$ cat config.mk
export PLATFORM = sky130hd
export DESIGN_NAME = seq_pattern_gen
export DESIGN_NICKNAME = d
export VERILOG_FILES = /design/src/rtl/seq_pattern_gen.sv
export SDC_FILE = /design/constraint.sdc
export NUM_CORES = 1
export LEC_CHECK = 0
export ABC_AREA = 1
export CAP_MARGIN = 30
export CORE_UTILIZATION = 35
export CTS_CLUSTER_SIZE = 28
export DETAILED_ROUTE_END_ITERATION = 16
export SLEW_MARGIN = 10
export SYNTH_ARGS = -nofsm -noshare
export SYNTH_HDL_FRONTEND = slang
export SYNTH_SLANG_ARGS = --single-unit
$ cat constraint.sdc
create_clock -name clk -period 4.1 [get_ports clk]
set_clock_uncertainty 0.05 [all_clocks]
set_input_delay 0.82 -clock clk [delete_from_list [all_inputs] [get_ports clk]]
set_output_delay 0.82 -clock clk [all_outputs]
set_load 0.03 [all_outputs]
$ cat src/rtl/seq_pattern_gen.sv
// Purpose : serial pattern transmitter, WIDTH-bit pattern MSB-first, repeated rep_cnt+1 times.
// Latency : first bit on x on the same edge that accepts start; one bit per clock, no gaps.
// Backpr. : none; start is ignored while busy or in DONE, abort ends a run with no done pulse.
//
// Ports:
//   clk, rst            rising-edge clock, asynchronous active-high reset
//   start, abort        run request (IDLE only) / synchronous abort (SHIFT only)
//   pattern, rep_cnt    pattern bits and extra repetitions, sampled when start is accepted
//   x, x_valid          registered serial bit and its qualifier
//   busy, done          high in SHIFT / one-cycle pulse after the final bit
//   exp_hits            overlapping "11" count, only when SEQ_GEN_HITS_EN is defined
module seq_pattern_gen #(
  parameter int WIDTH = 8,
  parameter int REP_W = 4
`ifdef SEQ_GEN_HITS_EN
  , parameter int HIT_W = 8
`endif
) (
  input  logic             clk,
  input  logic             rst,
  input  logic             start,
  input  logic             abort,
  input  logic [WIDTH-1:0] pattern,
  input  logic [REP_W-1:0] rep_cnt,
  output logic             x,
  output logic             x_valid,
  output logic             busy,
  output logic             done
`ifdef SEQ_GEN_HITS_EN
  , output logic [HIT_W-1:0] exp_hits
`endif
);

  localparam int IW = $clog2(WIDTH);
  localparam logic [IW-1:0] LAST = IW'(WIDTH - 1);

  typedef enum logic [1:0] {IDLE, SHIFT, DONE} state_t;

  state_t           state_q, state_d;
  logic [WIDTH-1:0] pat_q, pat_d;
  // sreg_q holds the bits still to be shown; its MSB is the next bit for x.
  logic [WIDTH-1:0] sreg_q, sreg_d;
  logic [REP_W-1:0] rep_q, rep_d;
  logic [IW-1:0]    idx_q, idx_d;
  logic             x_d, xv_d, busy_d, done_d;
`ifdef SEQ_GEN_HITS_EN
  logic [HIT_W-1:0] hits_d;
`endif

  always_comb begin
    state_d = state_q;
    pat_d   = pat_q;
    sreg_d  = sreg_q;
    rep_d   = rep_q;
    idx_d   = idx_q;
    x_d     = 1'b0;
    xv_d    = 1'b0;
    busy_d  = 1'b0;
    done_d  = 1'b0;
`ifdef SEQ_GEN_HITS_EN
    hits_d  = exp_hits;
`endif
    case (state_q)
      IDLE: begin
        if (start) begin
          state_d = SHIFT;
          pat_d   = pattern;
          rep_d   = rep_cnt;
          idx_d   = '0;
          x_d     = pattern[WIDTH-1];
          sreg_d  = {pattern[WIDTH-2:0], 1'b0};
          xv_d    = 1'b1;
          busy_d  = 1'b1;
`ifdef SEQ_GEN_HITS_EN
          hits_d  = '0;
`endif
        end
      end
      SHIFT: begin
        if (abort) begin
          state_d = IDLE;
        end else if (idx_q == LAST) begin
          if (rep_q != '0) begin
            // Wrap straight back to the MSB of the latched pattern: no gap cycle.
            rep_d  = rep_q - REP_W'(1);
            idx_d  = '0;
            x_d    = pat_q[WIDTH-1];
            sreg_d = {pat_q[WIDTH-2:0], 1'b0};
            xv_d   = 1'b1;
            busy_d = 1'b1;
          end else begin
            state_d = DONE;
            done_d  = 1'b1;
          end
        end else begin
          idx_d  = idx_q + IW'(1);
          x_d    = sreg_q[WIDTH-1];
          sreg_d = sreg_q << 1;
          xv_d   = 1'b1;
          busy_d = 1'b1;
        end
      end
      DONE: begin
        state_d = IDLE;
      end
      default: begin
        state_d = IDLE;
      end
    endcase
`ifdef SEQ_GEN_HITS_EN
    // x still holds the previous bit of this run while a next bit is being emitted.
    if (state_q == SHIFT && xv_d && x_d && x && (exp_hits != '1)) begin
      hits_d = exp_hits + HIT_W'(1);
    end
`endif
  end

  always_ff @(posedge clk or posedge rst) begin
    if (rst) begin
      state_q <= IDLE;
      pat_q   <= '0;
      sreg_q  <= '0;
      rep_q   <= '0;
      idx_q   <= '0;
      x       <= 1'b0;
      x_valid <= 1'b0;
      busy    <= 1'b0;
      done    <= 1'b0;
    end else begin
      state_q <= state_d;
      pat_q   <= pat_d;
      sreg_q  <= sreg_d;
      rep_q   <= rep_d;
      idx_q   <= idx_d;
      x       <= x_d;
      x_valid <= xv_d;
      busy    <= busy_d;
      done    <= done_d;
    end
  end

`ifdef SEQ_GEN_HITS_EN
  always_ff @(posedge clk or posedge rst) begin
    if (rst) begin
      exp_hits <= '0;
    end else begin
      exp_hits <= hits_d;
    end
  end
`endif

endmodule
# Word-level counts from Yosys, hierarchy flattened
# Index checks and enable logic that the tools add are counted.
[totals] ff_bits=28 latchBits=0 ramBits=0 rom_bits=0 inputBits=16 word_cells=60 mem_count=0
[op_classes] n_addsub=2 multipliers=0 div=0 n_lt_le_gt_ge=0 eq_ne=9 shifts=0 n_mux=34 bitwise=0 reduce_logical=7
[ops] op="$mux 8" count=4
[ops] op="$mux 4" count=4
[ops] op="$pmux 8 s2" count=1
[ops] op="$mux 1" count=12
[ops] op="$mux 3" count=4
[ops] op="$ne 3x3->1 const B" count=3
[ops] op="$mux 2" count=4
[ops] op="$ne 2x2->1 const B" count=4
[ops] op="$pmux 4 s2" count=1
[ops] op="$pmux 3 s2" count=1
[ops] op="$reduce_and 5->1" count=1
[ops] op="$pmux 1 s2" count=2
[ops] op="$pmux 2 s2" count=1
[ops] op="$reduce_and 4->1" count=1
[ops] op="$reduce_bool 4->1" count=1
[ops] op="$sub 4x1->4 const B" count=1
[ops] op="$add 3x1->3 const B" count=1
[ops] op="$eq 3x3->1 const B" count=1
[ops] op="$reduce_and 3->1" count=1
[ops] op="$eq 2x1->1 const B" count=1
[ops] op="$logic_not 2->1" count=1
[ops] op="$reduce_and 2->1" count=1
[ops] op="$reduce_bool 2->1" count=1

# Longest topological paths before layout
[depth] word_depth=5 ltp_mapped=9 mapped_depth_nobuf=8

# Worst setup path after synthesis
# OpenSTA, ideal clock, no wires.
[synth_timing] path_type="reg2reg" startpoint="register idx_q[0]" endpoint="register sreg_q[3]" setup_ps=118 t_arrival_ps=1440 slack_ps=2492 path_stages_with_launch=10 path_buffers=1 path_cell_list="dfrtp_1 ha_1 ha_1 inv_1 clkbuf_1 nand2_1 nand2_1 o21ai_0 nand3_1 nand2_1"
[synth_between] elab_chain_cells=4 word_cells_on_any_way=6
[synth_lines] item="start, declared" line="44" rtl="logic [IW-1:0] idx_q, idx_d;"
[synth_lines] item="start signal, assigned" line="134" rtl="idx_q <= idx_d;"
[synth_lines] item="$eq 3x3->1 (*)" line="82" rtl="end else if (idx_q == LAST) begin"
[synth_lines] item="$mux 8" line="82"
[synth_lines] item="$mux 8" line="80" rtl="if (abort) begin"
[synth_lines] item="$pmux 8 s2" line="63" rtl="case (state_q)"
[synth_lines] item="end signal, assigned" line="132" rtl="sreg_q <= sreg_d;"
[synth_lines] item="end, declared" line="42" rtl="logic [WIDTH-1:0] sreg_q, sreg_d;"
# Mark *: on every way between the ends. The rest lies on a longest branch, timed or not. The select of a mux whose other input is x is not followed.
# A chain may end at the register's enable or synchronous reset.

# Worst setup path after layout
[layout_timing] startpoint="register busy" endpoint="output port busy"
[layout_lines] item="start, declared" line="27" rtl="output logic busy,"
[layout_lines] item="start signal, assigned" line="137" rtl="busy <= busy_d;"
# No word-level cell between the ends.

==> run metrics <==
Max Slew Vio Count=0; Worst R2R End=idx_q[0]; final core utilization=0.438; crit path DAT=1.28 ns; CP endpoint kind=primary output; Resize count post-CTS=0; reg2reg start=idx_q[0]; syn avg cell area=7.59 µm²; # diodes=0; fillers=427; Die W=67.7 µm; crit path cell chain=clkdlybuf4s50_1; WP depth=1; final setup fails=0; HPWL Detailed=2.14 mm; DR iter-0 viols=62; Final Wtd Congestion=0.731; die outline height=67.7 µm; post-synth net total=219; First-pass DRT Iterations=4; total track usage=0.157; Buffers & Inverters on Critical Path=1; outcome=finished, final reports clean; WL per Instance=10.9 µm; total CTS buffers=3; layout cell share with drive strength beyond 1=0.0829; slowest stage delay, CP=0.66 ns; Root Driver=clkbuf_8; peak supply drop=132 µV; Final Cell Area=1780 µm²; flops & latches, synth=27; H-tree Lvls=1; minimum hold slack=0.437 ns; worst-path fanout max=2; hold-fix buffers at CTS=0; CP max-delay cell=clkdlybuf4s50_1; cells after synthesis=199; Worst-Margin Slew=0.586 ns; Ys Warns=0; pwr dens=465 nW/µm²; DIE AREA=4580 µm²; clock slew seen by the registers of the worst setup and hold paths=0.09 ns; total number of vias=1229; clock tree buffer depth=2; WL final=2.90 mm; Final Hold Fails=0; Core Box Area=4060 µm²; grt ovf=0; nets=238; Routed Antenna Nets=0; data required time of the worst path=3.23 ns; Netlist Area Pre-Place=1510 µm²; R2R Setup Slk=2.35 ns; final cell count without fillers=267; CTS tree=done; Placed Area=1730 µm²; Initial Utilization=0.372; post-synthesis sequential area ratio=0.447; CP startpoint kind=register; clock latency on the worst-skew pair=0.27 ns; first-pass GRT wire length=5.32 mm; crit path kind=register to primary output; placed cells=263; fin crit share=0.525; # clock sinks=27; number of global-route vias before repair=1221; port bufs=19; Multi-input gate area=712 µm²; initial antenna violation count=0; via-per-instance ratio=4.60; leak pwr=0.000948 µW; Hold Path Origin=sreg_q[4]; # DRC=0; io pins=20; Fmax=465 MHz; delay-heaviest family, CP=buffers and inverters; largest net degree at the start of global routing=16; Hold Path Sink=sreg_q[4]; worst hold path type=register to register; RSZ-0062 raised after global routing=no; hold path cells=2; Rel. slew slack=0.609; postcts setup bufs=0; max_cap viols=0; post-synth cell types=24; setup TNS=0 ns; Rows=23; Synth-to-Final Area Change=17.8%; worst r2r path cells=6; flip-flop and latch area=676 µm²; Tmin final=2.15 ns
per-layer routing:
layer	wire [µm]	GRT usage	part of all wire
met1	1450	0.195	0.50
met2	1310	0.264	0.45
met3	88	0.0253	0.030
met4	49	0.0718	0.017
met5	0	0	0
cells in the mapped netlist:
cell type	number	area share
a21oi_1	1	0.0033
buf_2	2	0.0066
buf_4	1	0.0050
buf_6	2	0.015
clkbuf_1	1	0.0025
dfrtp_1	27	0.45
ha_1	4	0.033
inv_1	20	0.050
inv_2	1	0.0025
nand2_1	93	0.23
nand2_2	2	0.0083
nand2_4	3	0.022
nand2_8	1	0.013
nand3_1	11	0.036
nand4_4	1	0.014
nor2_1	10	0.025
nor2_2	2	0.0083
nor2_8	1	0.013
nor3_1	1	0.0033
o21a_1	1	0.0050
o21ai_0	6	0.020
o21ai_1	4	0.013
o21ai_2	3	0.017
or2_0	1	0.0041
layout make-up:
cell class / instances / area share
tap: 50 / 0.0352
clock buffer: 4 / 0.0253
sequential: 27 / 0.380
inverter: 21 / 0.0443
timing repair buffer: 20 / 0.115
multi-input combinational: 145 / 0.400
cells by family (layout without fill, tap and decap cells):
| logic type | Yosys count | after routing | synth area share |
|---|---|---|---|
| simple gates | 126 | 126 | 0.379 |
| flops | 27 | 27 | 0.447 |
| buf+inv | 27 | 45 | 0.0812 |
| compound gates | 15 | 15 | 0.0588 |
| fa+ha+maj | 4 | 4 | 0.0331 |
sequential cells by signal, summed over array words and instances, names as in the netlist:
signal and count:
pat_q 8, sreg_q 7, rep_q 4, idx_q 3, state_q 2, busy 1, done 1, x 1
where the power goes:
group | switching, µW | internal, µW
clock network | 81.7 | 69.7
registers | 49.3 | 334
logic | 178 | 114
total | 309 | 518
worst max path at each step:
| stage | from | slack (ns) | end |
|---|---|---|---|
| after floorplan | idx_q[0] | 2.49 | sreg_q[3] |
| after global placement | rst | 1.91 | pat_q[1] |
| after detailed placement | start | 2.00 | idx_q[0] |
| after CTS | busy | 1.93 | busy |
| after global routing | busy | 1.88 | x_valid |
| final | busy | 1.95 | busy |
per-stage QoR:
stage / setup slack [ns] / total power [µW]
final: 1.95 / 827
after global routing: 1.88 / 904
after CTS: 1.93 / 844
after detailed placement: 2.00 / 686
after global placement: 1.91 / 676
after floorplan: 2.49 / 615
cell usage in the layout, fill, tap and decap left out, types with 2 or more instances in the layout:
cell type | Yosys | routed
nand3_1 | 11 | 11
clkdlybuf4s50_1 | 0 | 19
nor2_2 | 2 | 2
dfrtp_1 | 27 | 27
nand2_1 | 93 | 93
nor2_1 | 10 | 10
o21ai_0 | 6 | 6
o21ai_1 | 4 | 4
ha_1 | 4 | 4
clkbuf_8 | 0 | 3
nand2_2 | 2 | 2
nand2_4 | 3 | 3
inv_1 | 20 | 20
o21ai_2 | 3 | 3
Note: power is estimated with default switching activity, not from simulation.
